$ cat src/rtl/jtag_host_shifter.sv
// jtag_host_shifter
//   Host-side JTAG sequencer. It accepts one command at a time, generates
//   TCK/TMS/TDI and returns the TDO bits captured during SHIFT. Every
//   command starts and ends with the target TAP in Run-Test/Idle.
//   The commands are TAP reset, IR scan, DR scan and run-test idle.
//
//   Ports:
//     clk, rst_n        system clock; asynchronous active-low reset
//     cmd_valid/ready   command handshake. cmd_ready is high only in IDLE.
//     cmd_op            0=RESET 1=SCAN_IR 2=SCAN_DR 3=RUNTEST
//     cmd_len           scan bit count or RUNTEST TCK count.
//                       A value of 0 acts as 1. Values above MAX_LEN are
//                       clamped to MAX_LEN.
//     cmd_data          TDI bits, LSB shifted first
//     rsp_valid         one-clk pulse when a command completes
//     rsp_data          captured TDO bits, right-justified
//     busy              high from the cycle after acceptance through DONE
//     tck, tms, tdi     JTAG outputs to the target
//     tdo               JTAG input from the target
//     trst_n            optional TAP reset output. It exists only when
//                       JTAG_HOST_TRST_EN is defined.
//
//   Optional build macro: JTAG_HOST_TRST_EN
//     This macro adds trst_n. The signal is held low during a RESET
//     command, from acceptance to the end of the 5th TCK high phase.
module jtag_host_shifter #(
    parameter int MAX_LEN = 32,
    parameter int CLK_DIV = 2,
    parameter int LEN_W   = $clog2(MAX_LEN + 1)
) (
    input  logic               clk,
    input  logic               rst_n,
    input  logic               cmd_valid,
    output logic               cmd_ready,
    input  logic [1:0]         cmd_op,
    input  logic [LEN_W-1:0]   cmd_len,
    input  logic [MAX_LEN-1:0] cmd_data,
    output logic               rsp_valid,
    output logic [MAX_LEN-1:0] rsp_data,
    output logic               busy,
    output logic               tck,
    output logic               tms,
    output logic               tdi,
`ifdef JTAG_HOST_TRST_EN
    output logic               trst_n,
`endif
    input  logic               tdo
);

    // One bit index register serves all phases. It must be able to count
    // the 6-bit RESET header, even when MAX_LEN is tiny.
    localparam int IW = (LEN_W > 3) ? LEN_W : 3;
    localparam int CW = (CLK_DIV > 1) ? $clog2(CLK_DIV) : 1;
    localparam logic [CW-1:0] CNT_LAST = CW'(CLK_DIV - 1);

    typedef enum logic [2:0] {IDLE, PRE, SHIFT, POST, DONE} state_t;
    typedef enum logic [1:0] {OP_RESET, OP_SCAN_IR, OP_SCAN_DR, OP_RUNTEST} op_t;

    state_t             state;
    state_t             nxt_state;
    op_t                op_q;
    logic [IW-1:0]      len_q;
    logic [IW-1:0]      len_eff;
    logic [IW-1:0]      idx;
    logic [IW-1:0]      nxt_idx;
    logic [IW-1:0]      pre_last;
    logic [5:0]         pre_pat;
    logic [MAX_LEN-1:0] data_q;
    logic [MAX_LEN-1:0] cap;
    logic [MAX_LEN-1:0] cap_mask;
    logic [MAX_LEN-1:0] sel_mask;
    logic [CW-1:0]      cnt;
    logic               nxt_tms;
    logic               nxt_tdi;

    always_comb begin
        if (cmd_len == '0) begin
            len_eff = IW'(1);
        end else if (cmd_len > LEN_W'(MAX_LEN)) begin
            len_eff = IW'(MAX_LEN);
        end else begin
            len_eff = IW'(cmd_len);
        end
    end

    // The header TMS pattern is listed LSB first. RESET runs entirely in
    // the header phase and ends with a 0 bit, which takes the TAP into
    // Run-Test/Idle.
    always_comb begin
        case (op_q)
            OP_RESET: begin
                pre_pat  = 6'b011111;
                pre_last = IW'(5);
            end
            OP_SCAN_IR: begin
                pre_pat  = 6'b000011;
                pre_last = IW'(3);
            end
            default: begin
                pre_pat  = 6'b000001;
                pre_last = IW'(2);
            end
        endcase
    end

    // This block computes the phase and index that follow the current TCK
    // bit. They take effect on the falling TCK edge.
    always_comb begin
        nxt_state = state;
        nxt_idx   = idx + IW'(1);
        case (state)
            PRE: begin
                if (idx == pre_last) begin
                    nxt_idx   = '0;
                    nxt_state = (op_q == OP_RESET) ? DONE : SHIFT;
                end
            end
            SHIFT: begin
                if (idx == len_q - IW'(1)) begin
                    nxt_idx   = '0;
                    nxt_state = (op_q == OP_RUNTEST) ? DONE : POST;
                end
            end
            POST: begin
                if (idx == IW'(1)) begin
                    nxt_idx   = '0;
                    nxt_state = DONE;
                end
            end
            default: nxt_idx = '0;
        endcase
    end

    assign sel_mask = MAX_LEN'(1) << nxt_idx;
    assign cap_mask = MAX_LEN'(1) << idx;

    // These are the TMS/TDI values for the next bit. They are loaded into
    // the output registers together with the falling TCK edge.
    always_comb begin
        nxt_tms = 1'b0;
        nxt_tdi = 1'b0;
        case (nxt_state)
            PRE: nxt_tms = pre_pat[nxt_idx[2:0]];
            SHIFT: begin
                if (op_q != OP_RUNTEST) begin
                    nxt_tms = (nxt_idx == len_q - IW'(1));
                    nxt_tdi = |(data_q & sel_mask);
                end
            end
            POST: nxt_tms = (nxt_idx == '0);
            default: ;
        endcase
    end

    always_ff @(posedge clk or negedge rst_n) begin
        if (!rst_n) begin
            state     <= IDLE;
            op_q      <= OP_RESET;
            len_q     <= '0;
            data_q    <= '0;
            cap       <= '0;
            idx       <= '0;
            cnt       <= '0;
            tck       <= 1'b0;
            tms       <= 1'b1;
            tdi       <= 1'b0;
            busy      <= 1'b0;
            cmd_ready <= 1'b1;
            rsp_valid <= 1'b0;
            rsp_data  <= '0;
`ifdef JTAG_HOST_TRST_EN
            trst_n    <= 1'b1;
`endif
        end else begin
            rsp_valid <= 1'b0;
            case (state)
                IDLE: begin
                    if (cmd_valid) begin
                        op_q      <= op_t'(cmd_op);
                        len_q     <= len_eff;
                        data_q    <= cmd_data;
                        cap       <= '0;
                        idx       <= '0;
                        cnt       <= '0;
                        tck       <= 1'b0;
                        tdi       <= 1'b0;
                        busy      <= 1'b1;
                        cmd_ready <= 1'b0;
                        if (op_t'(cmd_op) == OP_RUNTEST) begin
                            state <= SHIFT;
                            tms   <= 1'b0;
                        end else begin
                            state <= PRE;
                            tms   <= 1'b1;
                        end
`ifdef JTAG_HOST_TRST_EN
                        trst_n <= (op_t'(cmd_op) != OP_RESET);
`endif
                    end
                end
                PRE, SHIFT, POST: begin
                    if (cnt == CNT_LAST) begin
                        cnt <= '0;
                        if (!tck) begin
                            // This edge raises TCK, so it also samples tdo.
                            tck <= 1'b1;
                            if (state == SHIFT && op_q != OP_RUNTEST && tdo) begin
                                cap <= cap | cap_mask;
                            end
                        end else begin
                            tck   <= 1'b0;
                            state <= nxt_state;
                            idx   <= nxt_idx;
                            tms   <= nxt_tms;
                            tdi   <= nxt_tdi;
`ifdef JTAG_HOST_TRST_EN
                            if (state == PRE && op_q == OP_RESET && idx == IW'(4)) begin
                                trst_n <= 1'b1;
                            end
`endif
                            if (nxt_state == DONE) begin
                                rsp_valid <= 1'b1;
                                rsp_data  <= cap;
                            end
                        end
                    end else begin
                        cnt <= cnt + CW'(1);
                    end
                end
                DONE: begin
                    state     <= IDLE;
                    busy      <= 1'b0;
                    cmd_ready <= 1'b1;
                end
                default: state <= IDLE;
            endcase
        end
    end

endmodule

$ cat config.mk
export PLATFORM = sky130hd
export DESIGN_NAME = jtag_host_shifter
export DESIGN_NICKNAME = d
export VERILOG_FILES = /design/src/rtl/jtag_host_shifter.sv
export SDC_FILE = /design/constraint.sdc
export NUM_CORES = 1
export LEC_CHECK = 0
export CORE_ASPECT_RATIO = 1.25
export CORE_MARGIN = 1.5
export CORE_UTILIZATION = 45
export DETAILED_ROUTE_END_ITERATION = 12
export PLACE_DENSITY = 0.67
export SLEW_MARGIN = 20
export SYNTH_ARGS = -nofsm -noshare
export SYNTH_HDL_FRONTEND = slang
export SYNTH_SLANG_ARGS = --single-unit
$ cat constraint.sdc
create_clock -name clk -period 5.5 [get_ports clk]
set_input_delay 1.1 -clock clk [delete_from_list [all_inputs] [get_ports clk]]
set_output_delay 1.1 -clock clk [all_outputs]
set_load 0.005 [all_outputs]
Word-level counts from Yosys, hierarchy flattened
Index checks and enable logic that the tools add are counted.
- memories: 0
- flip-flop bits (word level): 120
- logic and storage cells: 117
- bits of input ports: 44
- memory bits (read-only): 0
- output and inout port bits: 38
- bits in latches: 0
- RAM bits: 0
- reduce and logical (&&, ||, !) cells: 18
- $lt $le $gt $ge: 2
- eq/ne operators: 21
- div/mod/pow operators: 0
- add/subtract/negate cells: 3
- shifts and indexed selects: 2
- $mul: 0
- multiplexer cells: 55
- bitwise operators: 2
- operators by type and width (operator ; count):
    32-bit 2-to-1 mux ; 4
    32-bit one-hot mux with 2 select lines ; 1
    1-bit by 6-bit left shift with 32-bit output, first input constant ; 2
    6-bit 2-to-1 mux ; 8
    32-bit bitwise AND ; 1
    32-bit OR ; 1
    32-bit OR reduction ; 1
    3-bit 2-to-1 mux ; 8
    1-bit 2-to-1 mux ; 19
    6-bit == test ; 3
    6-bit one-hot mux with 3 select lines ; 1
    3-bit by 2-bit == test with 1-bit output, second input constant ; 4
    6-bit zero test ; 2
    2-bit inequality test, second input constant ; 6
    1-bit one-hot mux with 2 select lines ; 6
    3-bit one-hot mux with 2 select lines ; 2
    6-bit one-hot mux with 2 select lines ; 1
    5-bit one-hot mux with 2 select lines ; 1
    3-bit one-hot mux with 3 select lines ; 1
    4-bit AND reduction ; 2
    6-bit by 1-bit adder with 6-bit output, second input constant ; 1
    3-bit by 1-bit == test with 1-bit output, second input constant ; 2
    3-bit == test, second input constant ; 2
    6-bit by 1-bit == test with 1-bit output, second input constant ; 1
    other kinds (17) ; 23

Longest topological paths before layout
Gate-level depths: netlist of the first run.
- depth in word-level cells: 13
- mapped depth: 13
- gate-level depth less buffers: 10

Worst setup path after synthesis of the first run
Ideal clock, no wire load.
- kind: reg2reg
- from: register len_q[0]
- to: register rsp_data[14]
- path buffers: 1
- slack: 2.772 ns
- stages on the path, launching flop included: 12
- required time: 5.375 ns
- library setup time: 0.125 ns
- arrival: 2.603 ns
- period minus slack after synthesis: 2.728 ns
- cells stage by stage: dfrtp_1 > inv_1 > ha_1 > or3b_4 > xnor2_1 > o2111ai_1 > or2_1 > o21ai_2 > nand2_1 > nor2_4 > buf_4 > mux2_2
- longest elaborated chain between the ends: 6
- RTL lines (what ; RTL line ; RTL):
    start, declared ; 62 ; logic [IW-1:0] len_q;
    start signal, assigned ; 180 ; len_q <= len_eff;
    6-bit by 1-bit subtractor with 6-bit output ; 119 ; if (idx == len_q - IW'(1)) begin
    6-bit == test ; 119 ;
    3-bit 2-to-1 mux ; 119 ;
    3-bit one-hot mux with 3 select lines ; 111 ; case (state)
    3-bit == test ; 221 ; if (nxt_state == DONE) begin
    4-bit AND reduction (no line) ; n/a ;
    end signal, assigned ; 223 ; rsp_data <= cap;
    end, declared ; 39 ; output logic [MAX_LEN-1:0] rsp_data,
No other way between the ends.
A chain may end at the register's enable or synchronous reset.

Worst setup path in the final report of the first run
- from: register len_q[0]
- to: register rsp_data[29]
Same word-level chain as after synthesis.

==> results by stage, run 1 <==
Routing:
- Wires add up to 13500 um.
- The routed length per placed instance is 16.1 um.
- For this run, design rule violations remaining after detail routing come to 0.
- The residual antenna-violating net count after detailed routing is 0.
- For this run, the detailed router's first-pass iteration total came to 5.
- The per-cell via count in the routed design is 5.53.
- The number of DRC markers in iteration 0 is 293.
- The routed layout has 4631 vias.

Yosys:
- The post-synthesis instance total is 594.
- By area the synthesized netlist is led by dfrtp_1 (51%), nand2_1 (8.9%), mux2_2 (3.7%).
- The predominant post-synthesis flop cell is dfrtp_1.
- The register area share after synthesis is 51.9%.
- In the synthesized netlist the async set-or-reset flop fraction comes to 100%.
- After synthesis, the most frequently instantiated cells are nand2_1 (138), dfrtp_1 (118), nor2_1 (52).
- The mean post-synth cell area is 9.75 um^2.
- Synthesis inferred 120 register bits.
- By instance count, the leading cell after synthesis is nand2_1.
- The Yosys step of the flow raised 0 warnings.
- The share of the synthesized area in the top cell type is 51.0%.
- The biggest area contributor in the post-synthesis netlist is dfrtp_1.
- In this run, distinct cell masters in the synthesized netlist total 73.
- In this run the cell area of the synthesized design comes to 5790 um^2.
- The number of enable flip-flop cells after synthesis is 0.
- The total nets after synthesis is 645.

Cells and area:
- The fraction of layout instances using a drive strength above 1 is 10.7%.
- The utilization after layout is 57.4%.
- The number of inserted diodes is 0.
- The post-synthesis to final-layout area growth is 25.0%.
- For this run, the post-layout net count is 708.

STA:
- The final setup skew is 7.36 ps.
- The final worst-path cycle share is 63.1%.
- Subtracting the final worst setup slack from the clock period gives 3470 ps.
- The peak clock frequency supported by timing is 0.288 GHz.
- Setup violations remaining at the end of the flow were counted as 0.
- The final hold violation count is 0.
- Adding up every negative setup slack in the final design gives 0 ps.
- The relative slew slack is 28.9%.
- The slew at the pin closest to its max-slew limit is 1060 ps.
- Setup repair after global routing left no endpoint under its margin.
- The max-slew violation count was 0.
- Hold timing on the final database bottoms out at a slack of 472 ps.

Power:
- The overall power of the completed layout is 3.76 mW.
- The worst-case IR drop observed on VDD is 0.214 mV.
- The leakage power is 3.38 nW.
- Dividing total power by cell area gives a power density of 519 nW/um^2.

Worst setup path:
- By startpoint and endpoint, the worst setup path is classified as reg2reg.
- The start point of the critical path is len_q[0]$_DFFE_PN0P_.
- The startpoint type of the worst setup path is a flip-flop.
- The critical path goes through inv_1 > ha_1 > or3b_4 > xnor2_1 > o2111ai_1 > or2_1 > o21ai_2 > nand2_1 > nor2_4 > mux2_2.
- Across all register-to-register paths, the minimum setup slack is 2030 ps.
- The critical path capture point is rsp_data[29]$_DFFE_PN0P_.
- The worst flop-to-flop path endpoint is rsp_data[29]$_DFFE_PN0P_.
- The maximum fanout along the worst path is 33.
- The top cell family by delay on the critical path is simple AND/OR/NAND/NOR gates.
- The depth of the worst register-to-register path is 10.
- The delay of the slowest critical-path stage is 720 ps.
- The sum of buffers and inverters on the critical path is 1.
- The instance count on the critical path is 10.
- The slowest stage of the critical path is the nor2_4 cell.
- The arrival time of data at the critical path endpoint is 3780 ps.
- Data on the critical path is required at its endpoint by 5810 ps.
- The startpoint of the lowest-slack register-to-register path is len_q[0]$_DFFE_PN0P_.
- The worst setup path is captured at a flip-flop.

Global route:
- Global routing used 20.8% of the available tracks across all layers.
- For this run the aggregate overflow at the end of global routing stands at 0.
- The first-pass GRT wire length is 22200 um.
- The via count of the first global-routing pass is 4420.
- The maximum number of pins on one net before global-route repair is 74.
- The number of antenna violations at the first check in global routing was 0.

Clock network:
- The clock tree root buffer cell is clkbuf_16.
- The number of clock buffers inserted by TritonCTS is 17.
- The post-CTS repair timing setup buffer count is 0.
- The H-tree generated during clock tree synthesis spans 4 levels.
- Counting along the longest clock path gives a buffer depth of 2.
- Once the clock tree was built, the resizer swapped 0 gates to a different size.
- The number of buffers inserted by hold repair at cts is 0.
- Counting every sink on the clock net gives 120.
- For the worst-skew pair, the clock arrives at the later sink with an insertion delay of 420 ps.
- The clock-pin slew on the worst setup and hold paths is 60 ps.
- TritonCTS built the clock tree.

Die:
- The initial cell density of the core is 46.0%.
- The row count is 46.
- The die covers 13600 um^2.
- From left edge to right edge, the die measures 104 um.
- The I/O pin count is 82.
- The core region is 12600 um^2.
- The die height is 130 um.

Placement:
- The HPWL after detailed placement is 9530 um.
- The number of I/O port buffers is 81.
- Routability-driven placement finished with a final weighted congestion of 0.955.

Min path:
- The path class of the tightest hold or removal check is reg2reg.

Job:
- The tool flagged a number of max-cap violations equal to 0.

Status:
- The run finished with clean final reports.
==> placed cells by master (no fill, tap or decap), types with 3 or more instances in the layout <==
cell type and n:
inv_6 3, o31ai_1 7, inv_1 4, buf_4 6, nand4_1 4, nor2b_1 6, dfrtp_1 118, mux2_2 19
a21o_1 3, nor4_1 3, nor2_1 51, a31oi_1 34, clkinv_2 3, ha_1 7, or3_1 4, a21oi_1 19
nand2_1 138, nand3b_1 4, mux2_1 16, clkdlybuf4s50_1 80, nor3b_1 3, nor3_1 7, and2_1 6, mux2i_1 3
and3_1 4, clkbuf_16 17, nand3_1 8, clkinv_4 5, o21ai_0 13, xnor2_1 10, o211ai_1 4, xor2_1 5
==> state kept, by name (all words and copies together) (netlist names) <==
signal and count:
cap 32, op_q 2, state 3, tck 1, tms 1, data_q 32
busy 1, cmd_ready 1, len_q 6, cnt 1, idx 6, rsp_data 32
rsp_valid 1, tdi 1
==> through the flow <==
stage / setup WS (ps) / std cells / cell area [um^2]
CTS: 1970 / 838 / 7240
global route: 1760 / 838 / 7240
finish: 2030 / 838 / 7240
global placement: 2110 / 806 / 6670
detailed placement: 1990 / 806 / 6670
floorplan: 2770 / 594 / 5790
==> kinds of logic (layout without fill, tap and decap cells) <==
kind of cell             Yosys count  count (layout)  share of synthesized area, %
XOR/XNOR                          18              18                          3.35
AND/OR/NAND/NOR                  253             253                          19.3
AO/OA/AOI/OAI                    111             111                          13.1
flip-flops                       120             120                          51.9
adder cells (fa/ha/maj)            7               7                          1.51
buffers and inverters             47             123                          3.56
multiplexers                      38              38                          7.32
==> metal layers <==
layer	track usage (%)	share of wire [%]
met1	24.8	42
met4	8.82	2.0
met5	0	0
met2	36.4	52
met3	4.90	4.6
==> layout make-up <==
type	count	area, um^2
Fill cell	1083	5360
Inverter	5	18.8
Tap cell	168	210
Clock inverter	15	145
Clock buffer	17	425
Sequential cell	120	3010
Multi-Input combinational cell	427	2590
Timing Repair Buffer	86	846
==> worst min-delay path by stage <==
stage / depth (start not counted) / slack (ps) / from / end
CTS: 2 / 480 / data_q[10]$_DFFE_PN0P_ / data_q[10]$_DFFE_PN0P_
detailed placement: 2 / 460 / data_q[10]$_DFFE_PN0P_ / data_q[10]$_DFFE_PN0P_
floorplan: 2 / 440 / data_q[15]$_DFFE_PN0P_ / data_q[15]$_DFFE_PN0P_
finish: 2 / 470 / data_q[15]$_DFFE_PN0P_ / data_q[15]$_DFFE_PN0P_
global placement: 2 / 450 / data_q[15]$_DFFE_PN0P_ / data_q[15]$_DFFE_PN0P_
global route: 2 / 490 / data_q[19]$_DFFE_PN0P_ / data_q[19]$_DFFE_PN0P_
==> worst register-to-register path, cell delays in order, from the launching register on <==
cell	delay [ps]
dfrtp_1	420
inv_1	130
ha_1	190
or3b_4	400
xnor2_1	190
o2111ai_1	180
or2_1	330
o21ai_2	190
nand2_1	170
nor2_4	720
mux2_2	440
==> power breakdown <==
group          internal [mW]  switching (mW)  total (mW)  leakage [nW]
sequential              1.09           0.211        1.30          1.59
clock                  0.630           0.434        1.06         0.282
combinational          0.554           0.838        1.39          1.51
Note: power is estimated with default switching activity, not from simulation.
==> inputs of run 2 (changes only) <==
PLACE_DENSITY = 0.69   (was 0.67)
clock period = 3.1 ns   (was 5.5 ns; I/O delays follow)
==> run 2 against run 1 <==
Combinational power grew 100%. Global-route usage is 1.0 points higher. Final cell count grew 3.2%. Design area up 4.2%. Critical path depth increased by 1. Worst hold slack got worse by 190 ps. Maximum frequency increased by 18%. Highest routed layer unchanged. Sequential share of layout area decreased by 1.7 points. Largest power group unchanged. Critical endpoint is now rsp_data[9]$_DFFE_PN0P_. Non-clock buffer count grew 27. Register-to-register slack got worse by 1900 ps. Utilization is 2.4 points higher. Clock power increased by 92%.
==> results by stage, run 2 (synthesized netlist as in run 1, its figures left out) <==
STA:
- The final hold violation count is 0.
- The final total negative setup slack is 0 ps.
- Based on the critical path, the design can be clocked at up to 0.341 GHz.
- The final setup skew is 6.78 ps.
- Of the available clock period, the critical path in the final layout requires 94.6%.
- The relative slew slack is 58.2%.
- The worst-case hold slack is 280 ps.
- The worst setup margin is 169 ps.
- The clock period could shrink to 2930 ps.
- The slew at the pin closest to its max-slew limit is 627 ps.
- The max-slew violation count is 0.
- Setup violations remaining at the end of the flow were counted as 0.

Worst setup path:
- The class of the most critical setup path is reg2reg.
- The startpoint type of the worst setup path is a flip-flop.
- The maximum fanout along the worst path is 16.
- Data arrives at the worst endpoint at 3230 ps.
- At the worst endpoint, the required time is 3400 ps.
- The worst setup path is captured at a flip-flop.

Power:
- The switching power is 2.69 mW.
- Net switching is 37.8% of the power.
- IR analysis of the VDD net gives a maximum drop of 0.420 mV.
- The clock network fraction of total power is 28.4%.
- Of the total power, combinational logic draws 39.5%.
- The internal portion of the total power is 4.43 mW.
- Of the total power, registers draw 32.0%.
- The power density of the placed cells is 944 nW/um^2.
- The leakage power is 3.53 nW.
- Power comes to 7.12 mW.

Cells and area:
- The number of nets in the layout is 735.
- Leaving out fill and tap cells, the most frequent cell in the layout is nand2_1.
- From synthesis to final layout, the design area changed by 30.2%.
- For this run, the share of the core covered by cells in the final layout is 59.9%.
- The number of inserted diodes is 0.
- The post-route netlist has 14.9% of its cells at a drive strength greater than 1.
- The post-route cell area is 7550 um^2.
- Leaving out fill and tap cells, the most frequent cells in the layout are nand2_1 (136), dfrtp_1 (118), clkdlybuf4s50_1 (80), nor2_1 (51), a31oi_1 (34).
- The number of inserted filler cells in the final layout is 1095.
- The largest registers in the layout are cap x32, data_q x32, rsp_data x32.
- Leaving out filler cells and counting taps, the final layout contains 865.

Min path:
- The path class of the tightest hold or removal check is in2async.

Routing:
- The number of DRC markers in iteration 0 is 265.
- The number of detailed-route iterations in the first pass is 8.
- For this run, design rule violations remaining after detail routing come to 0.
- In the final routed layout, each cell accounts on average for 16.5 um.
- The detailed-route wire length is 14300 um.
- After detailed routing, the number of vias per cell comes to 5.52.
- The residual antenna-violating net count after detailed routing is 0.
- The routed layout has 4776 vias.

Placement:
- OpenSTA, run right after detailed placement, puts the worst setup slack at 136 ps.
- Input and output buffers added on the ports amount to 81.
- The HPWL after detailed placement is 9820 um.
- After detailed placement, the design holds a cell count of 832.
- Routability-driven placement finished with a final weighted congestion of 0.925.
- The total placed instance area is 6890 um^2.

Status:
- The flow ran to the end, and the final reports show no timing, DRC or antenna violations.

Clock network:
- The number of clock buffers inserted by TritonCTS is 17.
- The maximum buffer depth of the clock tree is 2.
- The CTS tree is done.
- For this design, the CTS-stage hold fixing added 0 buffers.
- The clock-pin slew on the worst setup and hold paths is 60 ps.
- The clock tree root buffer cell is clkbuf_16.
- For the worst-skew pair, the clock arrives at the later sink with an insertion delay of 420 ps.
- The level count of the clock H-tree is 4.
- The clock net in this run drives a total of 120 sinks.

Global route:
- The maximum number of pins on one net before global-route repair is 121.
- The via count of the first global-routing pass came to 4638.
- Global routing used 21.9% of the available tracks across all layers.
- The number of antenna violations at the first check in global routing came to 0.
- The global-route congestion overflow total is 0.
- The first global-routing pass estimated 23200 um of wire.

Die:
- The initial cell density of the core is 46.0%.
- The I/O pin count is 82.
- The die covers 13600 um^2.
- The core area is 12600 um^2.
- The floorplan step set the die height to 130 um.
- The row count is 46.
- The floorplan die width is 104 um.

Job:
- The number of max-capacitance violations reported is 0.
[run 2: final cells by class]
class                   instances  area (um^2)  share of cell area, %
flip-flops and latches        120         3010                   39.8
multi-input cells             427         2610                   34.6
repair buffers                113         1090                   14.5
clock buffers                  18          439                   5.82
well taps                     168          210                   2.79
clock inverters                14          173                   2.29
inverters                       5         18.8                  0.249
[run 2: repair_timing]
action	4_1_cts	5_1_grt
gates resized for setup	0	5
hold endpoints to repair	0	0
endpoints found under the setup margin	0	34
buffers inserted	0	0
[run 2: per-layer routing]
layer	vias to the layer above	routed length (um)	global-route usage [%]	share of wire [%]
li1	2254	-	-	-
met1	2296	5660	25.0	40
met2	172	7410	38.8	52
met3	54	692	4.25	4.8
met4	0	518	11.9	3.6
met5	-	0	0	0
[run 2: power by group through the flow]
stage,logic (mW),clock network (mW),registers (mW)
after floorplan,1.92,0,2.14
after global placement,2.68,0,2.29
after detailed placement,2.73,0,2.31
after CTS,2.75,2.06,2.28
after global routing,3.11,2.13,2.33
final,2.82,2.03,2.28
[run 2: worst paths after layout]
| check | from | end | slack (ps) | cells past startpoint |
|---|---|---|---|---|
| max in group asynchronous | rst_n | tck$_DFFE_PN0P_ | 2350 | 2 |
| worst max-delay path | len_q[0]$_DFFE_PN0P_ | rsp_data[9]$_DFFE_PN0P_ | 170 | 11 |
| worst min-delay path | rst_n | rsp_valid$_DFF_PN0_ | 280 | 2 |
| min in group clk | data_q[8]$_DFFE_PN0P_ | data_q[8]$_DFFE_PN0P_ | 470 | 2 |
| worst max register to register | len_q[0]$_DFFE_PN0P_ | rsp_data[9]$_DFFE_PN0P_ | 170 | 11 |
| worst min register to register | data_q[8]$_DFFE_PN0P_ | data_q[8]$_DFFE_PN0P_ | 470 | 2 |
[run 2: critical path, cell delays in order (launching register included)]
cell and delay [ps]:
dfrtp_1 430, inv_2 100, ha_1 190, or3b_4 420, xnor2_2 170, o2111ai_2 150
or2_1 290, o21ai_2 190, nand2_2 110, nor2_4 200, clkbuf_16 220, mux2_2 340
==> inputs of run 3 (changes only) <==
ABC_AREA = 1   (was default)
==> run 3 against run 2 <==
Critical path depth is 12 higher. Critical path type unchanged. Routed wire length is 0.95% lower. First-iteration DRC count is 21% higher. Largest power group unchanged. Final cell count is 18% higher. Sequential share of layout area is 0.17 points higher. Register-to-register slack better by 100 ps. Largest cell class unchanged. Worst hold slack worse by 79 ps.
==> results by stage, run 3 <==
Power:
- The overall power of the completed layout is 7.73 mW.
- Summed over all cells, the static leakage comes to 3.60 nW.
- The maximum VDD drop is 0.536 mV.
- The power density of the placed cells is 1030 nW/um^2.

STA:
- Subtracting the final worst setup slack from the clock period gives 2830 ps.
- Adding up every negative setup slack in the final design gives 0 ps.
- Timing would allow up to 0.353 GHz.
- The setup-violating endpoint count in the final report is 0.
- Setup repair after global routing left no endpoint under its margin.
- On the final layout, the worst hold slack is 202 ps.
- The max-slew violation count came to 0.
- The final worst-path cycle share is 91.3%.
- The slew at the pin closest to its max-slew limit is 606 ps.
- The final hold violation count is 0.
- On the final layout, the worst clock skew is 10.4 ps.
- The relative slew slack is 59.6%.

Yosys:
- In the synthesized netlist, the cells that appear most often are nand2_1 (231), dfrtp_1 (118), inv_1 (91).
- The predominant post-synthesis flop cell is dfrtp_1.
- By area the synthesized netlist is led by dfrtp_1 (49%), nand2_1 (15%), inv_1 (5.7%).
- The share of synthesized registers carrying an async set or reset is 100%.
- The library cell with the largest summed area after synthesis is dfrtp_1.
- The area of the mapped netlist is 5970 um^2.
- The number of distinct library cells after synthesis is 37.
- The total nets after synthesis is 812.
- A synthesized cell averages 7.84 um^2.
- The share of synthesized area in the top cell type comes to 49.5%.
- The Yosys step of the flow raised 0 warnings.
- The synthesized design contains 120 register bits.
- The number of enable flip-flop cells after synthesis is 0.
- The post-synthesis instance total is 761.
- The register area share after synthesis is 50.4%.
- The most common cell in the synthesized netlist is nand2_1.

Cells and area:
- The number of nets in the layout is 895.
- 0 antenna diodes ended up in the layout.
- Leaving out fill and tap cells, the most frequent cells in the layout are nand2_1 (230), dfrtp_1 (117), inv_1 (90), clkdlybuf4s50_1 (80), nor2_1 (52).
- The post-synthesis to final-layout area growth is 26.0%.
- The most common library cell in the layout ignoring fill and taps is nand2_1.
- The post-route netlist has 10.4% of its cells at a drive strength greater than 1.
- The largest registers in the layout are cap x32, data_q x32, rsp_data x32.

Global route:
- The first global-routing pass estimated 24200 um of wire.
- The number of antenna violations at the first check in global routing came to 0.
- For met3 alone, demand over resource in global routing was 4.35%.
- The global-route congestion overflow total is 0.
- For this run, the total global-route usage over all layers was measured as 21.9%.
- The maximum number of pins on one net before global-route repair is 67.
- The global routing stage identified its most utilized layer as met2.
- The via count of the first global-routing pass came to 5305.
- The fraction of met1 tracks used by global routing is 23.8%.
- The global-route met2 utilization is 39.7%.

Routing:
- The residual antenna-violating net count after detailed routing is 0.
- In the final routed layout, each cell accounts on average for 13.8 um.
- The detailed-route DRC error count is 0.
- Summed over all layers, the routed wires come to 14100 um.
- The first routing iteration left 320 violations.
- The per-cell via count in the routed design is 5.05.
- The count of vias placed by the detailed router is 5173.
- The pre-antenna-repair detailed-routing pass consisted of 6 iterations.

Die:
- The I/O pin count is 82.
- The die height is 132 um.
- The floorplan die area is 14000 um^2.
- The total area inside the core boundary comes to 12800 um^2.
- The floorplan die width is 106 um.
- The row count is 46.
- The initial cell density of the core is 46.5%.

Clock network:
- TritonCTS created 17 clock buffers.
- TritonCTS built the clock tree.
- Clock-pin slew was measured on the worst setup and hold paths at 60 ps.
- The level count of the clock H-tree is 4.
- The clock drives 120 sinks.
- For this design, the CTS-stage hold fixing added 0 buffers.
- The insertion delay to the later sink of the worst-skew pair is 420 ps.
- The post-CTS repair timing setup buffer count is 0.
- The clock tree root buffer cell is clkbuf_16.
- The longest clock path from root to sink contains 2 buffers.
- The total of cells resized after clock tree synthesis is 0.

Status:
- The run finished with clean final reports.

Worst setup path:
- In this run the worst path has a maximum fanout of 14.
- The worst register-to-register path begins at idx[1]$_DFFE_PN0P_.
- The data required time at the worst endpoint is 3410 ps.
- In this run the worst setup path begins at idx[1]$_DFFE_PN0P_.
- The startpoint type of the worst setup path is a flip-flop.
- The class of the most critical setup path is reg2reg.
- The critical path endpoint category is a flip-flop.
- For the worst setup path, the data arrival time is 3140 ps.

Placement:
- The congestion estimate from routability-driven global placement came to 0.906.
- Summed over all nets, the half-perimeter wirelength after detailed placement is 10400 um.
- Buffers placed on the I/O ports in this run total 81.

Job:
- Across the run, the number of max-cap violations was 0.

Min path:
- In this run the worst hold path is classified as in2async.
## run 3: final cells by class
type,instances,area [um^2]
multi-input cells,511,2430
flip-flops and latches,120,3010
inverters,103,388
repair buffers,91,896
fillers,1190,5320
clock buffers,18,439
clock inverters,14,150
well taps,168,210
## run 3: critical path, cell delays in order (launching register included)
cell and delay [ps]:
dfrtp_2 470, inv_2 130, ha_1 150, inv_1 70, nor2_1 100, inv_1 70
nor2_2 130, nand2_1 70, nand2_1 110, inv_1 120, nor2_4 200, nand2_4 170
nand2_2 170, nor2_2 90, nand3_1 80, nand2_1 60, inv_1 40, nand2_1 40
nor2_1 160, nand2_1 80, nand2_1 60, nand2_1 50, nand2_1 50, nand2_1 40
## run 3: per-layer routing
metal / share of wire, % / routed length, um / up-vias
met4: 3.4 / 479 / 0
met2: 53 / 7510 / 146
met1: 39 / 5580 / 2409
met5: 0 / 0 / -
met3: 4.0 / 565 / 41
li1: - / - / 2577
## run 3: where the power goes
part	leakage, nW	switching (mW)	internal [mW]
logic	1.75	1.93	1.24
registers	1.56	0.350	2.28
clock network	0.288	0.732	1.21
total	3.60	3.01	4.72
## run 3: kinds of logic after synthesis
group | count (synthesis) | synth area share [%]
DFF | 120 | 50.4
xor gates and xnor gates | 4 | 0.587
AOI/OAI and AO/OA | 117 | 10.5
and+or+nand+nor | 383 | 27.8
buffers and inverters | 130 | 9.27
adders and majority gates | 7 | 1.47
## run 3: path summary, 6_finish.rpt
path | endpoint | slack [ps] | cells past startpoint
hold reg to reg | data_q[14]$_DFFE_PN0P_ | 480 | 2
setup reg to reg | tdi$_DFFE_PN0P_ | 270 | 23
max in group asynchronous | cmd_ready$_DFFE_PN1P_ | 2030 | 2
hold / removal | rsp_data[9]$_DFFE_PN0P_ | 200 | 1
min in group clk | data_q[14]$_DFFE_PN0P_ | 480 | 2
setup / recovery | tdi$_DFFE_PN0P_ | 270 | 23
## run 3: per-stage QoR
step	area, um^2	util [%]	instances	worst slack (ps)
6_report	7520	58.6	1025	270
5_1_grt	7520	58.6	1025	0.866
4_1_cts	7500	58.5	1025	45.3
3_5_place_dp	6910	53.9	993	89.3
3_3_place_gp	6910	53.9	993	109
2_1_floorplan	5970	-	761	756
